--- src/rtl/zigzag_rle_if.sv ---
// zigzag_rle_if: block-in / symbol-out bundle for the zig-zag run-length encoder.
//   A           quantized 8x8 block, coefficient (i,j) at A[(i*8+j)*COEF_W +: COEF_W]
//   in_valid    A holds a complete block           in_ready   encoder can take a block
//   out_valid   symbol is presented                out_ready  consumer takes the symbol
//   out_run     zero-run before the level          out_level  signed level, COEF_W+1 bits
//   out_eob     symbol is End-Of-Block             block_done pulse after the last symbol
// Modports: slave = encoder side, master = producer/consumer side.
interface zigzag_rle_if #(
  parameter int unsigned COEF_W = 8
) ();
  logic [64*COEF_W-1:0] A;
  logic                 in_valid;
  logic                 in_ready;
  logic                 out_valid;
  logic                 out_ready;
  logic [3:0]           out_run;
  logic [COEF_W:0]      out_level;
  logic                 out_eob;
  logic                 block_done;

  modport slave (
    input  A, in_valid, out_ready,
    output in_ready, out_valid, out_run, out_level, out_eob, block_done
  );

  modport master (
    output A, in_valid, out_ready,
    input  in_ready, out_valid, out_run, out_level, out_eob, block_done
  );
endinterface

--- src/rtl/zigzag_rle.sv ---
// zigzag_rle: scans one quantized 8x8 block in JPEG zig-zag order and emits
// (run, level) symbols with ZRL (15,0) and EOB markers over a valid/ready link.
// Ports:
//   Clock  rising-edge clock
//   reset  asynchronous active-high reset; discards any partial block
//   bus    zigzag_rle_if.slave (block input, symbol output, block_done pulse)
// Build option: define ZIGZAG_RLE_DC_DIFF_EN to code the DC level as the
// difference to the previous accepted DC (prev_DC resets to 0).
module zigzag_rle #(
  parameter int unsigned COEF_W = 8
) (
  input logic         Clock,
  input logic         reset,
  zigzag_rle_if.slave bus
);

  localparam int unsigned BlkW = 64 * COEF_W;
  localparam int unsigned LvlW = COEF_W + 1;

  typedef enum logic [1:0] {StIdle, StScan, StEob, StFin} state_e;

  // Zig-zag index -> raster position (row*8 + col).
  localparam logic [5:0] ZzRaster [64] = '{
    6'd0,  6'd1,  6'd8,  6'd16, 6'd9,  6'd2,  6'd3,  6'd10,
    6'd17, 6'd24, 6'd32, 6'd25, 6'd18, 6'd11, 6'd4,  6'd5,
    6'd12, 6'd19, 6'd26, 6'd33, 6'd40, 6'd48, 6'd41, 6'd34,
    6'd27, 6'd20, 6'd13, 6'd6,  6'd7,  6'd14, 6'd21, 6'd28,
    6'd35, 6'd42, 6'd49, 6'd56, 6'd57, 6'd50, 6'd43, 6'd36,
    6'd29, 6'd22, 6'd15, 6'd23, 6'd30, 6'd37, 6'd44, 6'd51,
    6'd58, 6'd59, 6'd52, 6'd45, 6'd38, 6'd31, 6'd39, 6'd46,
    6'd53, 6'd60, 6'd61, 6'd54, 6'd47, 6'd55, 6'd62, 6'd63
  };

  state_e            state_q, state_d;
  logic [BlkW-1:0]   blk_q, blk_d;
  logic [5:0]        last_nz_q, last_nz_d;
  logic [5:0]        idx_q, idx_d;
  logic [3:0]        run_q, run_d;
  logic              valid_q, valid_d;
  logic [3:0]        orun_q, orun_d;
  logic [LvlW-1:0]   olvl_q, olvl_d;
  logic              oeob_q, oeob_d;
  logic              done_q, done_d;

`ifdef ZIGZAG_RLE_DC_DIFF_EN
  logic [COEF_W-1:0] prev_dc_q, prev_dc_d;
  logic              is_dc_q, is_dc_d;   // presented symbol is the DC symbol
`endif

  logic [5:0]        last_nz_in;
  logic [COEF_W-1:0] cur_coef;
  logic [LvlW-1:0]   cur_level;
  logic [LvlW-1:0]   dc_level;
  logic              slot_free;
  logic              emit;
  logic [3:0]        emit_run;
  logic [LvlW-1:0]   emit_level;

  // Highest zig-zag index in 1..63 holding a nonzero coefficient of the incoming block.
  always_comb begin
    last_nz_in = '0;
    for (int k = 1; k < 64; k++) begin
      if (bus.A[int'(ZzRaster[k]) * COEF_W +: COEF_W] != '0) begin
        last_nz_in = 6'(k);
      end
    end
  end

  assign cur_coef  = blk_q[int'(ZzRaster[idx_q]) * COEF_W +: COEF_W];
  assign cur_level = {cur_coef[COEF_W-1], cur_coef};

`ifdef ZIGZAG_RLE_DC_DIFF_EN
  // Both operands sign-extended by one bit, so the difference is exact.
  assign dc_level = cur_level - {prev_dc_q[COEF_W-1], prev_dc_q};
`else
  assign dc_level = cur_level;
`endif

  assign slot_free = !valid_q || bus.out_ready;

  always_comb begin
    state_d    = state_q;
    blk_d      = blk_q;
    last_nz_d  = last_nz_q;
    idx_d      = idx_q;
    run_d      = run_q;
    valid_d    = valid_q && !bus.out_ready;
    orun_d     = orun_q;
    olvl_d     = olvl_q;
    oeob_d     = oeob_q;
    done_d     = 1'b0;
    emit       = 1'b0;
    emit_run   = '0;
    emit_level = '0;
`ifdef ZIGZAG_RLE_DC_DIFF_EN
    prev_dc_d  = prev_dc_q;
    is_dc_d    = is_dc_q;
    if (valid_q && bus.out_ready && is_dc_q) begin
      prev_dc_d = blk_q[COEF_W-1:0];
    end
`endif

    unique case (state_q)
      StIdle: begin
        if (bus.in_valid) begin
          blk_d     = bus.A;
          last_nz_d = last_nz_in;
          idx_d     = '0;
          run_d     = '0;
          state_d   = StScan;
        end
      end

      StScan: begin
        if (slot_free) begin
          if (idx_q == 6'd0) begin
            emit       = 1'b1;
            emit_level = dc_level;
          end else if (cur_coef != '0) begin
            emit       = 1'b1;
            emit_run   = run_q;
            emit_level = cur_level;
            run_d      = '0;
          end else if (run_q != 4'd15) begin
            run_d = run_q + 4'd1;
          end else begin
            // Sixteenth zero in a row: ZRL
            emit     = 1'b1;
            emit_run = 4'd15;
            run_d    = '0;
          end

          if (emit) begin
            valid_d = 1'b1;
            orun_d  = emit_run;
            olvl_d  = emit_level;
            oeob_d  = 1'b0;
`ifdef ZIGZAG_RLE_DC_DIFF_EN
            is_dc_d = (idx_q == 6'd0);
`endif
          end

          // last_nz == 0 exits right after DC through the same compare.
          if (idx_q == 6'd63) begin
            state_d = StFin;
          end else if (idx_q == last_nz_q) begin
            state_d = StEob;
          end else begin
            idx_d = idx_q + 6'd1;
          end
        end
      end

      StEob: begin
        if (slot_free) begin
          valid_d = 1'b1;
          orun_d  = '0;
          olvl_d  = '0;
          oeob_d  = 1'b1;
`ifdef ZIGZAG_RLE_DC_DIFF_EN
          is_dc_d = 1'b0;
`endif
          state_d = StFin;
        end
      end

      StFin: begin
        // Stay one extra cycle so in_ready rises only after the done pulse.
        if (done_q) begin
          state_d = StIdle;
        end else if (slot_free) begin
          done_d = 1'b1;
        end
      end

      default: state_d = StIdle;
    endcase
  end

  always_ff @(posedge Clock or posedge reset) begin
    if (reset) begin
      state_q   <= StIdle;
      blk_q     <= '0;
      last_nz_q <= '0;
      idx_q     <= '0;
      run_q     <= '0;
      valid_q   <= 1'b0;
      orun_q    <= '0;
      olvl_q    <= '0;
      oeob_q    <= 1'b0;
      done_q    <= 1'b0;
`ifdef ZIGZAG_RLE_DC_DIFF_EN
      prev_dc_q <= '0;
      is_dc_q   <= 1'b0;
`endif
    end else begin
      state_q   <= state_d;
      blk_q     <= blk_d;
      last_nz_q <= last_nz_d;
      idx_q     <= idx_d;
      run_q     <= run_d;
      valid_q   <= valid_d;
      orun_q    <= orun_d;
      olvl_q    <= olvl_d;
      oeob_q    <= oeob_d;
      done_q    <= done_d;
`ifdef ZIGZAG_RLE_DC_DIFF_EN
      prev_dc_q <= prev_dc_d;
      is_dc_q   <= is_dc_d;
`endif
    end
  end

  assign bus.in_ready   = (state_q == StIdle);
  assign bus.out_valid  = valid_q;
  assign bus.out_run    = orun_q;
  assign bus.out_level  = olvl_q;
  assign bus.out_eob    = oeob_q;
  assign bus.block_done = done_q;

endmodule

--- src/flat_wrapper.sv ---
// flat-port wrapper written by rule: the top's interface ports become plain ports
module zigzag_rle_flat 
#(
  parameter int unsigned COEF_W = 8
)
  (Clock, reset, bus_A, bus_in_valid, bus_out_ready, bus_in_ready, bus_out_valid, bus_out_run, bus_out_level, bus_out_eob, bus_block_done);
  zigzag_rle_if #(.COEF_W(COEF_W)) bus_i ();
  input logic Clock;
  input logic reset;
  input wire logic [$bits(bus_i.A)-1:0] bus_A;
  input wire logic [$bits(bus_i.in_valid)-1:0] bus_in_valid;
  input wire logic [$bits(bus_i.out_ready)-1:0] bus_out_ready;
  output wire logic [$bits(bus_i.in_ready)-1:0] bus_in_ready;
  output wire logic [$bits(bus_i.out_valid)-1:0] bus_out_valid;
  output wire logic [$bits(bus_i.out_run)-1:0] bus_out_run;
  output wire logic [$bits(bus_i.out_level)-1:0] bus_out_level;
  output wire logic [$bits(bus_i.out_eob)-1:0] bus_out_eob;
  output wire logic [$bits(bus_i.block_done)-1:0] bus_block_done;
  assign bus_i.A = bus_A;
  assign bus_i.in_valid = bus_in_valid;
  assign bus_i.out_ready = bus_out_ready;
  assign bus_in_ready = bus_i.in_ready;
  assign bus_out_valid = bus_i.out_valid;
  assign bus_out_run = bus_i.out_run;
  assign bus_out_level = bus_i.out_level;
  assign bus_out_eob = bus_i.out_eob;
  assign bus_block_done = bus_i.block_done;
  zigzag_rle #(.COEF_W(COEF_W)) u_core (.Clock(Clock), .reset(reset), .bus(bus_i));
endmodule
--- config.mk ---
export PLATFORM = sky130hd
export DESIGN_NAME = zigzag_rle_flat
export DESIGN_NICKNAME = d
export VERILOG_FILES = /design/src/rtl/zigzag_rle_if.sv /design/src/rtl/zigzag_rle.sv /design/src/flat_wrapper.sv
export SDC_FILE = /design/constraint.sdc
export NUM_CORES = 2
export LEC_CHECK = 0
export BUFFER_PORTS_ARGS = -buffer_cell sky130_fd_sc_hd__buf_4
export CORE_ASPECT_RATIO = 0.75
export CORE_UTILIZATION = 40
export CTS_CLUSTER_DIAMETER = 30
export CTS_CLUSTER_SIZE = 14
export DETAILED_ROUTE_END_ITERATION = 8
export PLACE_DENSITY = 0.72
export SETUP_SLACK_MARGIN = 0.3
export SLEW_MARGIN = 20
export SYNTH_ARGS = -nofsm -noshare
export SYNTH_HDL_FRONTEND = slang
export SYNTH_SLANG_ARGS = --single-unit
--- constraint.sdc ---
create_clock -name Clock -period 26.7 [get_ports Clock]
set_input_delay 5.34 -clock Clock [delete_from_list [all_inputs] [get_ports Clock]]
set_output_delay 5.34 -clock Clock [all_outputs]
set_load 0.02 [all_outputs]
==> impl_results.md <==
- Status: finished, final reports clean
- # rows: 83
- # nets final: 4225
- Synth Flop Type: dfrtp_1
- Worst Hold Class: flip-flop to flip-flop
- Pin count of the biggest net entering global routing: 222
- Core ar.: 68330 um^2
- Count of final hold-check violations: 0
- DR iter-0 viols: 2962
- Routability cong.: 0.9308
- Flop pwr share: 0.317
- CTS Hold Bufs: 0
- Pleak: 18.66 nW
- Layout Skew: 0.02258 ns
- Synth Warn #: 0
- Seq/Total Area, Yosys: 0.4938
- CP Max Fanout: 3
- Internal power: 2.803 mW
- Gr usage total: 0.3008
- Sw frac: 0.3777
- Worst Path Arrival: 8.65 ns
- Vias/cell: 5.525
- Post-synth EDFFs: 0
- Die height: 229.6 um
- Num ports: 533
- Clk sink count: 545
- Port buffer count: 532
- Commonest cells post-synth: nand2_1, dfrtp_1, mux2i_1, clkbuf_1, nor4_1
- Area delta synth->final: 30.53%
- H-tree depth: 3
- Cell taking the most area after synthesis: dfrtp_1
- Total negative slack: 0 ns
- Mapped Area: 27620 um^2
- Least-Margin Pin Slew: 1.169 ns
- Count of final setup violators: 0
- Fin crit share: 0.3025
- Worst slew margin: 0.2134
- Fmax: 0.1238 GHz
- Initial core utilization: 0.4042
- DP HPWL: 78.73 mm
- Die area: 70110 um^2
- Setup CP Type: input port to flip-flop
- CP required: 27.27 ns
- Synthesized area per cell: 8.639 um^2
- First-pass GRT wire length: 157.9 mm
- Crit start category: input port
- Cell Chain, Critical Path: buf_4 > nor4_1 > nand2_1 > nor4_1 > inv_1 > o21ai_0 > nand2_1 > a2111oi_0 > o41a_1 > o41ai_1 > nand2_1 > nand2_1 > a21oi_1
- DRT antenna net count: 0
- Drc violations: 0
- Clock Latency Late Sink: 0.67 ns
- Count leader, synth: nand2_1
- CTS clk-pin slew, worst paths: 0.05 ns
- CTS buffer count: 108
- Avg WL per Cell: 22.82 um
- Area share of the largest cell type after synthesis: 0.4938
- Pwr Density: 125.0 nW/um^2
- CTS tree: built
- Ranking of synthesized cells by area: dfrtp_1, nand2_1, mux2i_1
- Clock Path Buffers: 3
- Die width: 305.4 um
- Cts repair resizes: 0
- Remaining global-route overflow: 0
- Core Util, Final: 0.5276
- Crit path time final: 8.076 ns
- CP endpoint kind: flip-flop
- Maximum Capacitance Violations: 0
- Vias in the first global route: 25314
- Vias: 25831
- Pre-antenna DRT Iters: 6
- Root buf cell: clkbuf_16
- Syn_nets: 3735
- Final count of pins violating max slew: 0
- Crit-path slowest cell: a2111oi_0
- Post-Route WL: 106.7 mm
- Share of cells above drive strength 1: 0.2209
- Critical path's largest stage delay: 0.68 ns
- Clock Power Share: 0.320
- Post-CTS setup buffers: 0
- Syn Inst Count: 3197
- Max IR drop VDD: 0.07030 mV
- Initial antenna violation count: 12
- RSZ-0062 raised after global routing: no
- Yosys reg bits: 545
- Combinational cell fraction of total power: 0.364
- Async SR Flop Fraction: 1.000
- Most frequent cell on the critical path: nand2_1
- Yosys cell types: 78
- Switching pwr: 1.702 mW
cell usage in the layout (no fill, tap or decap), types with 26 or more instances in the layout:
cell type  count
a21oi_1       29
buf_4        555
clkbuf_16    109
dfrtp_1      545
inv_1         35
mux2i_1      140
mux4_2        57
nand2_1     1599
nor2_1        57
nor4_1       124
o21ai_0       45
o22ai_1       59
or4_1         26
per-stage QoR:
step                cell area [um^2]  std cells  setup WS, ns  hold WS (ns)  total power [mW]
finish                         36050       4675         18.62        0.4696             4.505
global placement               32160       4469         18.07        0.4516             3.003
floorplan                      27620       3197         6.125        0.4393             2.517
global route                   36040       4672         18.33        0.4799             4.754
CTS                            36040       4672         18.74        0.4700             4.506
detailed placement             32160       4469         18.05        0.4563             3.046
final cells by class:
class / count / area, um^2
sequential: 545 / 13640
clock buffer: 129 / 2893
inverter: 37 / 146.4
fill: 6219 / 32280
clock inverter: 74 / 993.5
antenna: 3 / 7.507
tap: 892 / 1116
multi-input combinational: 2436 / 13010
timing repair buffer: 559 / 4247
power by group through the flow:
| stage | logic, mW | clock network, mW | registers [mW] |
|---|---|---|---|
| detailed placement | 1.62 | 0 | 1.42 |
| global placement | 1.59 | 0 | 1.41 |
| global route | 1.79 | 1.50 | 1.47 |
| finish | 1.64 | 1.44 | 1.43 |
| CTS | 1.63 | 1.45 | 1.42 |
| floorplan | 1.15 | 0 | 1.36 |
worst max-delay path: cells and delay by family:
kind                   cells  cell delay [ns]
AND/OR/NAND/NOR            6             1.86
buffers and inverters      2             0.18
AO/OA/AOI/OAI              5             1.26
path summary, 6_finish.rpt:
kind	endpoint	slack, ns	start	depth (start not counted)
worst max-delay path	u_core.last_nz_q[2]	18.62	bus_A[268]	13
worst min-delay path	u_core.blk_q[475]	0.47	u_core.blk_q[475]	2
worst max register to register	u_core.bus.out_run[0]	19.12	u_core.idx_q[0]	14
worst min register to register	u_core.blk_q[475]	0.47	u_core.blk_q[475]	2
max in group asynchronous	u_core.blk_q[371]	18.84	reset	5
min in group asynchronous	u_core.blk_q[72]	4.80	reset	2
cells by family (layout without fill, tap and decap cells):
group                      after synthesis  in the layout  share of synthesized area
AOI/OAI and AO/OA                      275            275                    0.06963
xor gates and xnor gates                 8              8                   0.002537
adders and majority gates               22             22                   0.009967
buffers and inverters                  216            799                    0.03670
DFF                                    545            545                     0.4938
muxes                                  204            204                     0.1003
other                                    0              3                          0
and+or+nand+nor                       1927           1927                     0.2870
state kept, by name (all words and copies together), names as in the netlist:
register,flops
u_core.bus.block_done,1
u_core.blk_q,512
u_core.run_q,4
u_core.state_q,2
u_core.bus.out_run,4
u_core.bus.out_valid,1
u_core.last_nz_q,6
u_core.bus.out_level,8
u_core.idx_q,6
u_core.bus.out_eob,1
metal layers:
| metal | part of all wire | vias up | global-route usage |
|---|---|---|---|
| met3 | 0.10 | 196 | 0.08522 |
| met4 | 0.029 | 12 | 0.09171 |
| li1 | - | 11819 | - |
| met5 | 0.00084 | - | 0 |
| met1 | 0.41 | 12571 | 0.4065 |
| met2 | 0.45 | 1233 | 0.4677 |
(Power assumes the default switching activity.)
